## src/rtl/pdp8_pkg.sv

```systemverilog
// ---------------------------------------------------------------------------
// pdp8_pkg
// Shared types for the PDP-8 decode/execute interface.
//   pdp_mem_opcode_s  : memory-reference opcode (6 one-hot flags + 12-bit addr)
//   pdp_op7_opcode_s  : group-7 operate opcode (22 one-hot flags, NOP at MSB)
//   exec_resp_state_e : state encoding of the execution-unit stand-in
// The width and start-address macros are global so every file that includes
// this package sees the same machine geometry.
// ---------------------------------------------------------------------------
`ifndef PDP8_PKG_DEFINES
`define PDP8_PKG_DEFINES
`define ADDR_WIDTH 12
`define DATA_WIDTH 12
`define START_ADDRESS 12'o0200
`endif

package pdp8_pkg;

   typedef struct packed {
      logic                     AND;
      logic                     TAD;
      logic                     ISZ;
      logic                     DCA;
      logic                     JMS;
      logic                     JMP;
      logic [`ADDR_WIDTH-1:0]   mem_inst_addr;
   } pdp_mem_opcode_s;

   typedef struct packed {
      logic NOP;
      logic IAC;
      logic RAL;
      logic RTL;
      logic RAR;
      logic RTR;
      logic CML;
      logic CMA;
      logic CIA;
      logic CLL;
      logic CLA1;
      logic CLA_CLL;
      logic HLT;
      logic OSR;
      logic SKP;
      logic SNL;
      logic SZL;
      logic SZA;
      logic SNA;
      logic SMA;
      logic SPA;
      logic CLA2;
   } pdp_op7_opcode_s;

   typedef enum logic [1:0] {
      INIT = 2'd0,
      IDLE = 2'd1,
      EXEC = 2'd2
   } exec_resp_state_e;

   // True when more than one memory-reference flag is set. Clearing the
   // lowest set bit leaves something only if a second bit was also set.
   function automatic logic mem_flags_multi(input pdp_mem_opcode_s m);
      logic [5:0] flags;
      flags = {m.AND, m.TAD, m.ISZ, m.DCA, m.JMS, m.JMP};
      return (flags & (flags - 6'd1)) != 6'd0;
   endfunction

endpackage

```

## src/rtl/pc_next_calc.sv

```systemverilog
// ---------------------------------------------------------------------------
// pc_next_calc
// Combinational next-PC selection for the instruction currently executing.
//   i_pc       : current program counter
//   i_mem      : latched memory-reference opcode
//   i_isz_skip : latched ISZ skip control
//   i_illegal  : latched illegal flag; illegal opcodes behave as a NOP
//   o_next_pc  : PC value to load when execution completes
// All arithmetic wraps modulo 2^ADDR_WIDTH through natural truncation.
// ---------------------------------------------------------------------------
module pc_next_calc
   import pdp8_pkg::*;
(
   input  logic [`ADDR_WIDTH-1:0] i_pc,
   input  pdp_mem_opcode_s        i_mem,
   input  logic                   i_isz_skip,
   input  logic                   i_illegal,
   output logic [`ADDR_WIDTH-1:0] o_next_pc
);

   localparam int AW = `ADDR_WIDTH;

   // Default is a sequential step; op7 opcodes, AND/TAD/DCA and illegal
   // opcodes all take it. Only legal JMP/JMS/ISZ-with-skip redirect.
   always_comb begin
      o_next_pc = i_pc + AW'(1);
      if (!i_illegal) begin
         if (i_mem.JMP) begin
            o_next_pc = i_mem.mem_inst_addr;
         end else if (i_mem.JMS) begin
            o_next_pc = i_mem.mem_inst_addr + AW'(1);
         end else if (i_mem.ISZ && i_isz_skip) begin
            o_next_pc = i_pc + AW'(2);
         end
      end
   end

endmodule

```

## src/rtl/instr_exec_responder.sv

```systemverilog
// ---------------------------------------------------------------------------
// instr_exec_responder
// Stand-in for the PDP-8 execution unit used when verifying fetch/decode.
// Accepts decode-to-exec opcodes, holds stall for an opcode-dependent
// latency, maintains the program counter and counts executed and illegal
// instructions.
//   clk, reset      : clock and asynchronous active-high reset
//   base_addr       : start PC, loaded on the first clock after reset
//   pdp_mem_opcode  : memory-reference opcode from decode
//   pdp_op7_opcode  : group-7 operate opcode from decode
//   isz_skip        : when high at ISZ acceptance, the ISZ skips
//   stall           : decode must hold its opcodes while high
//   PC_value        : current program counter
//   instr_cnt       : accepted non-zero opcodes
//   err_cnt         : accepted illegal opcodes (saturating)
// ---------------------------------------------------------------------------
module instr_exec_responder
   import pdp8_pkg::*;
#(
   parameter int MEM_LAT    = 4,
   parameter int OP7_LAT    = 2,
   parameter int INIT_STALL = 2
)
(
   input  logic                   clk,
   input  logic                   reset,
   input  logic [`ADDR_WIDTH-1:0] base_addr,
   input  pdp_mem_opcode_s        pdp_mem_opcode,
   input  pdp_op7_opcode_s        pdp_op7_opcode,
   input  logic                   isz_skip,
   output logic                   stall,
   output logic [`ADDR_WIDTH-1:0] PC_value,
   output logic [31:0]            instr_cnt,
   output logic [15:0]            err_cnt
);

   localparam int AW = `ADDR_WIDTH;
   localparam int CW = 16;

   exec_resp_state_e r_state;
   logic [CW-1:0]    r_lat_cnt;
   logic             r_stall;
   logic [AW-1:0]    r_pc;
   logic [31:0]      r_instr_cnt;
   logic [15:0]      r_err_cnt;
   pdp_mem_opcode_s  r_mem;
   logic             r_isz_skip;
   logic             r_illegal;

   logic             w_mem_active;
   logic             w_op7_active;
   logic             w_bubble;
   logic             w_illegal;
   logic [CW-1:0]    w_lat;
   logic [AW-1:0]    w_next_pc;

   // Opcode classification of whatever decode is presenting right now.
   // An illegal opcode runs as a NOP, so it takes the op7 latency even if
   // memory-reference flags are set.
   assign w_mem_active = |pdp_mem_opcode;
   assign w_op7_active = |pdp_op7_opcode;
   assign w_bubble     = !w_mem_active && !w_op7_active;
   assign w_illegal    = mem_flags_multi(pdp_mem_opcode) || (w_mem_active && w_op7_active);
   assign w_lat        = (w_mem_active && !w_illegal) ? CW'(MEM_LAT) : CW'(OP7_LAT);

   pc_next_calc u_pc_next_calc (
      .i_pc       (r_pc),
      .i_mem      (r_mem),
      .i_isz_skip (r_isz_skip),
      .i_illegal  (r_illegal),
      .o_next_pc  (w_next_pc)
   );

   // Main FSM. r_lat_cnt counts up through INIT (the first INIT edge is
   // the one that loads base_addr) and counts down through EXEC; the edge
   // that sees it at 1 is the one where it reaches 0, so stall drops and
   // the PC updates together on exactly edge N+LAT.
   always_ff @(posedge clk or posedge reset) begin
      if (reset) begin
         r_state     <= INIT;
         r_lat_cnt   <= '0;
         r_stall     <= 1'b1;
         r_pc        <= '0;
         r_instr_cnt <= '0;
         r_err_cnt   <= '0;
         r_mem       <= '0;
         r_isz_skip  <= 1'b0;
         r_illegal   <= 1'b0;
      end else begin
         case (r_state)
            INIT: begin
               if (r_lat_cnt == '0) begin
                  r_pc <= base_addr;
               end
               if (r_lat_cnt == CW'(INIT_STALL - 1)) begin
                  r_state   <= IDLE;
                  r_stall   <= 1'b0;
                  r_lat_cnt <= '0;
               end else begin
                  r_lat_cnt <= r_lat_cnt + CW'(1);
               end
            end
            IDLE: begin
               if (!w_bubble) begin
                  r_mem       <= pdp_mem_opcode;
                  r_isz_skip  <= isz_skip;
                  r_illegal   <= w_illegal;
                  r_instr_cnt <= r_instr_cnt + 32'd1;
                  if (w_illegal && (r_err_cnt != 16'hFFFF)) begin
                     r_err_cnt <= r_err_cnt + 16'd1;
                  end
                  r_lat_cnt   <= w_lat;
                  r_stall     <= 1'b1;
                  r_state     <= EXEC;
               end
            end
            EXEC: begin
               r_lat_cnt <= r_lat_cnt - CW'(1);
               if (r_lat_cnt == CW'(1)) begin
                  r_stall <= 1'b0;
                  r_state <= IDLE;
                  r_pc    <= w_next_pc;
               end
            end
            default: begin
               r_state <= INIT;
               r_stall <= 1'b1;
            end
         endcase
      end
   end

   assign stall     = r_stall;
   assign PC_value  = r_pc;
   assign instr_cnt = r_instr_cnt;
   assign err_cnt   = r_err_cnt;

endmodule

```

## config.mk

```make
export PLATFORM = sky130hd
export DESIGN_NAME = instr_exec_responder
export DESIGN_NICKNAME = d
export VERILOG_FILES = /design/src/rtl/pdp8_pkg.sv /design/src/rtl/pc_next_calc.sv /design/src/rtl/instr_exec_responder.sv
export SDC_FILE = /design/constraint.sdc
export NUM_CORES = 1
export LEC_CHECK = 0
export ABC_AREA = 1
export CAP_MARGIN = 0
export CORE_MARGIN = 2
export CORE_UTILIZATION = 50
export CTS_CLUSTER_SIZE = 25
export DETAILED_ROUTE_END_ITERATION = 10
export PLACE_DENSITY = 0.76
export SYNTH_ARGS = -nofsm -noshare
export SYNTH_HDL_FRONTEND = slang
export SYNTH_SLANG_ARGS = --single-unit
```

## constraint.sdc

```tcl
create_clock -name clk -period 7.8 [get_ports clk]
set_input_delay 1.56 -clock clk [delete_from_list [all_inputs] [get_ports clk]]
set_output_delay 1.56 -clock clk [all_outputs]
set_load 0.005 [all_outputs]
```

## After elaboration in Yosys (flattened, before gate mapping)

Cells that the tools add are included.

| storage, ports and cells | value |
|---|---|
| register bits after elaboration | 96 |
| bits of input ports | 55 |
| output and inout port bits | 61 |
| logic and storage cells | 69 |

| operators by class | value |
|---|---|
| add/sub/neg operators | 8 |
| eq/ne operators | 8 |
| muxes and demuxes | 17 |
| bitwise operators | 2 |
| reductions and logical operators | 22 |

Operators with widths:

| operator | count |
|---|---|
| two-way mux 12 bit | 6 |
| one-hot mux 16 bit (3 select lines) | 1 |
| adder 16 x 1 -> 16 bit, second input constant | 2 |
| adder 32 x 1 -> 32 bit, second input constant | 1 |
| two-way mux 16 bit | 2 |
| adder 12 x 1 -> 12 bit, second input constant | 2 |
| one-hot mux 12 bit (2 select lines) | 1 |
| OR reduction 22 bit | 1 |
| OR reduction 18 bit | 1 |
| equality test 16 x 1 -> 1 bit, second input constant | 1 |
| logical NOT 16 bit | 1 |
| != test 16 bit, second input constant | 1 |
| subtractor 16 x 1 -> 16 bit, second input constant | 1 |
| adder 12 x 2 -> 12 bit, second input constant | 1 |
| AND 6 bit | 1 |
| != test 2 bit, second input constant | 3 |
| AND reduction 2 bit | 3 |
| AND reduction 3 bit | 2 |
| nonzero test 6 bit | 1 |
| subtractor 6 x 1 -> 6 bit, second input constant | 1 |
| logical AND 1 bit | 5 |
| two-way mux 2 bit | 2 |
| one-hot mux 2 bit (2 select lines) | 1 |
| logical NOT 1 bit | 3 |
| 12 further kinds | 13 |

## Logic depth before layout (Yosys ltp)

| depth | value |
|---|---|
| word-level depth | 9 |
| gate-level depth with buffers | 14 |
| depth with buffers taken out | 14 |

## Modules after synthesis

Synthesis repeated with hierarchy kept, for this count alone.

| unflattened totals | value |
|---|---|
| cells, all modules | 1153 |
| area total of the unflattened synthesis | 7654.8 um^2 |

Modules (own cells, without submodules):

| module | times used | cells each | area each (um^2) | sequential area each (um^2) |
|---|---|---|---|---|
| instr_exec_responder | 1 | 917 | 6520.0 | 2478.6 |
| pc_next_calc | 1 | 236 | 1134.8 | 0.0 |

## Least setup slack after synthesis

Ideal clock, no wire load.

| timing | value |
|---|---|
| kind | input to register |
| start point | input port pdp_op7_opcode[6] (netlist bit) |
| end point | register r_instr_cnt[2] (netlist: instr_cnt[2]) |
| library setup time | 127 ps |
| arrival | 2605 ps |
| data required time | 7673 ps |
| path slack | 5068 ps |
| cell stages on the path | 10 |
| path buffers | 1 |
| path through | nor2_1 > nand2_1 > nor2_1 > nand4_1 > nor2_2 > nand2_1 > nand2_2 > buf_4 > nor2_1 > xor2_1 |

| between the ends | value |
|---|---|
| word-level cells in the longest chain between the ends | 5 |

RTL lines:

| what | RTL line | RTL |
|---|---|---|
| from (decl) | instr_exec_responder.sv:29 | `input pdp_op7_opcode_s pdp_op7_opcode,` |
| OR reduction 22 bit | instr_exec_responder.sv:61 | `assign w_op7_active = \|pdp_op7_opcode;` |
| logical NOT 1 bit | instr_exec_responder.sv:62 | `assign w_bubble = !w_mem_active && !w_op7_active;` |
| logical AND 1 bit | instr_exec_responder.sv:62 |  |
| NOT 1 bit (no line) | - |  |
| AND reduction 2 bit (no line) | - |  |
| to (signal assigned) | instr_exec_responder.sv:108 | `r_instr_cnt <= r_instr_cnt + 32'd1;` |
| to (decl) | instr_exec_responder.sv:44 | `logic [31:0] r_instr_cnt;` |

No other way between the ends.
A chain may end at the register's enable or synchronous reset.

## Worst setup path in the final report

| timing | value |
|---|---|
| start point | input port pdp_op7_opcode[6] (netlist bit) |
| end point | register r_instr_cnt[29] (netlist: instr_cnt[29]) |

Same word-level chain as after synthesis.

==> results <==
- The flow ran to the end, and the final reports show no timing, DRC or antenna violations.
- The startpoint type of the worst setup path is an input port.
- The sum of buffers and inverters on the critical path is 2.
- For this run, the slowest stage of the critical path takes 0.66 ns.
- The worst setup path is captured at a flop.
- Once detailed placement completed, the half-perimeter wirelength came to 13100 µm.
- The later-pin clock latency in the skew report is 0.35 ns.
- The floorplan step set the die height to 122 µm.
- With fillers left out, the area of the finished cells amounts to 8490 µm².
- After synthesis, the mean cell area works out to 6.87 µm².
- After detailed placement, the total cell area comes to 8190 µm².
- Counting the buffers created by CTS gives 9.
- Global routing used 24.7% of the available tracks across all layers.
- The number of max-slew violations in the final report is 0.
- The number of cells upsized or downsized after cts is 0.
- The commonest non-fill, non-tap cell in the layout is nand2_1.
- The worst clock skew is 0.00746 ns.
- Along the worst path, the maximum fanout reaches 53.
- At the pin with the least slew margin, the transition time is 1.05 ns.
- The worst pin sits at a relative slew slack of 29.6%.
- The count of buffers added on input and output ports is 115.
- The number of antenna violations at the first check in global routing is 0.
- Synthesis produced a netlist whose cell count is 1011.
- The critical path goes through clkdlybuf4s50_1 > nor2_1 > nand2_1 > nor2_1 > nand4_1 > nor2_2 > nand2_1 > nand2_2 > inv_2 > nand2_1 > o21ai_1.
- In this run the horizontal extent of the chip is 122 µm.
- The fraction of registers with async set/reset is 100%.
- In this run the power density over the cells is 126 nW/µm².
- The standard-cell row count is 43.
- The clock-pin transition on the worst setup and hold timing paths is 0.07 ns.
- The initial core utilization is 50.6%.
- In the final layout, the share of cells above drive strength 1 is 5.91%.
- For this design, the CTS-stage hold fixing added 0 buffers.
- The total number of clock tree sinks is 96.
- In this run, synthesis produced a sequential element count of 96.
- The dominant register cell in the synthesized netlist is dfrtp_1.
- Entering global routing, the biggest net connects 54 pins.
- The count of nets left with antenna violations once routing finished came out at 0.
- The worst hold path class is reg2reg.
- Setup violations remaining at the end of the flow were counted as 0.
- The number of maximum-capacitance violations is 0.
- For this run, the top clock speed supported by timing is 0.256 GHz.
- The die covers 14900 µm².
- In this run the deepest clock path goes through 2 buffers.
- The final RePlAce weighted congestion is 0.887.
- The final critical-path share of the clock period is 50.1%.
- The count of routing violations after the opening detailed-route iteration is 489.
- The remaining global-route overflow is 0.
- The number of global-route vias before repair is 6080.
- The first-pass GRT wire length is 29700 µm.
- Leaving out fill and tap cells, the most frequent cells in the layout are nand2_1 (288), clkdlybuf4s50_1 (115), nor2_1 (112), inv_1 (101), dfrtp_1 (95).
- The shortest clock period the worst path allows after layout is 3.90 ns.
- The number of post-CTS setup repair buffers is 0.
- The number of H-tree levels is 3.
- The critical path in this run is classified as in2reg.
- The region available for standard cell placement spans 13700 µm².
- Yosys mapped the design onto 49 distinct sky130hd cell types.
- The buffer cell driving the clock tree root is clkbuf_16.
- Among cell families on the critical path, the largest total delay comes from simple AND/OR/NAND/NOR gates.
- The number of synthesized flops with an enable pin is 0.
- The detailed-router iteration count before antenna repair is 8.
- After the last flow step, the layout net total stands at 1180.
- The count of inserted antenna diode cells is 0.
- The net count after synthesis is 1079.
- The slowest library cell on the worst path is nand2_2.
- During synthesis, Yosys emitted a total of 0 warnings.
- Setup repair after global routing left no endpoint under its margin.
- The leakage power is 3.85 nW.
- At the worst endpoint, the required time is 8.01 ns.
- The average wire per standard cell is 13.6 µm.
- The clock tree from TritonCTS is done.
- Summing every instance area after synthesis gives 6950 µm².
- The area added between synthesis and finish is 22.2%.
- The sum of routed wire length over all layers is 17600 µm.
- The number of remaining DRC errors is 0.
- Adding up every negative setup slack in the final design gives 0 ns.
- In the routed layout, each cell is associated on average with a via count of 5.24.
- The hold violation count in the final report came to 0.
- The number of placed I/O pins is 116.
- The arrival time of data at the critical path endpoint is 4.12 ns.
- The cell repeated most along the worst path is nand2_1.
- The overall via count from detail_route is 6793.
- The share of the Yosys chip area taken by registers is 34.6%.
- The peak supply drop is 118 µV.
## sequential cells by signal, summed over array words and instances, names as in the netlist
register / count
r_isz_skip: 1
instr_cnt: 32
err_cnt: 16
stall: 1
PC_value: 12
r_lat_cnt: 16
r_illegal: 1
r_mem: 15
r_state: 2
## routing by layer
layer	track usage [%]	routed length (µm)
met1	34.7	8280
met4	5.60	203
met3	5.06	898
met5	0	0
met2	39.4	8220
## power by group
group          internal (W)  total (W)  leakage [nW]  switching [W]
Combinational     0.0000478  0.0000943          2.46      0.0000465
Clock              0.000254   0.000460         0.146       0.000206
Sequential         0.000505   0.000518          1.24      0.0000131
## worst min-delay path: stages, from the launching register on
cell and delay (ns):
dfrtp_1 0.34, nand2_1 0.05, nand2_1 0.05
## stage by stage
step           std cells  util [%]  hold slack [ns]  power (W)  setup slack (ns)
6_report            1297      61.9            0.479    0.00107              3.90
5_1_grt             1297      61.9            0.529    0.00112              3.59
4_1_cts             1297      61.9            0.484    0.00108              3.85
3_5_place_dp        1281      59.7            0.465   0.000622              3.50
3_3_place_gp        1281      59.7            0.465   0.000620              3.59
2_1_floorplan       1011         -            0.449   0.000573              3.74
## kinds of logic (layout without fill, tap and decap cells)
| family | Yosys count | in the layout | synth area share, % |
|---|---|---|---|
| buf+inv | 137 | 243 | 8.19 |
| simple gates | 570 | 570 | 36.6 |
| compound gates | 137 | 137 | 11.0 |
| flops | 96 | 96 | 34.6 |
| xor+xnor | 58 | 58 | 7.31 |
| fa+ha+maj | 13 | 13 | 2.34 |
## layout make-up
class	instances	area, µm²
clock buffer	10	229
clock inverter	6	75.1
fill	1314	5230
inverter	110	418
multi-input combinational	778	3980
sequential	96	2400
tap	180	225
timing repair buffer	117	1170
## final timing paths
check	from	to	slack, ns	cells past startpoint
worst max-delay path	pdp_op7_opcode[6]	instr_cnt[29]	3.90	11
worst min-delay path	r_isz_skip	r_isz_skip	0.48	2
worst max register to register	r_state[1]	instr_cnt[14]	5.43	6
worst min register to register	r_isz_skip	r_isz_skip	0.48	2
max in group asynchronous	reset	r_mem[9]	5.11	3
min in group asynchronous	reset	err_cnt[14]	1.61	2
## cells in the mapped netlist (14+ instances only)
master,number,share of area [%]
dfrtp_1,95,34
nand2_1,288,16
xnor2_1,22,2.8
xor2_1,36,4.5
nand3_1,76,5.5
nor3_1,14,1.0
o21ai_1,23,1.7
nand4_1,30,2.7
inv_1,102,5.5
o21ai_0,55,4.0
nor2_1,112,6.1
a21oi_1,32,2.3
(Power assumes the default switching activity.)
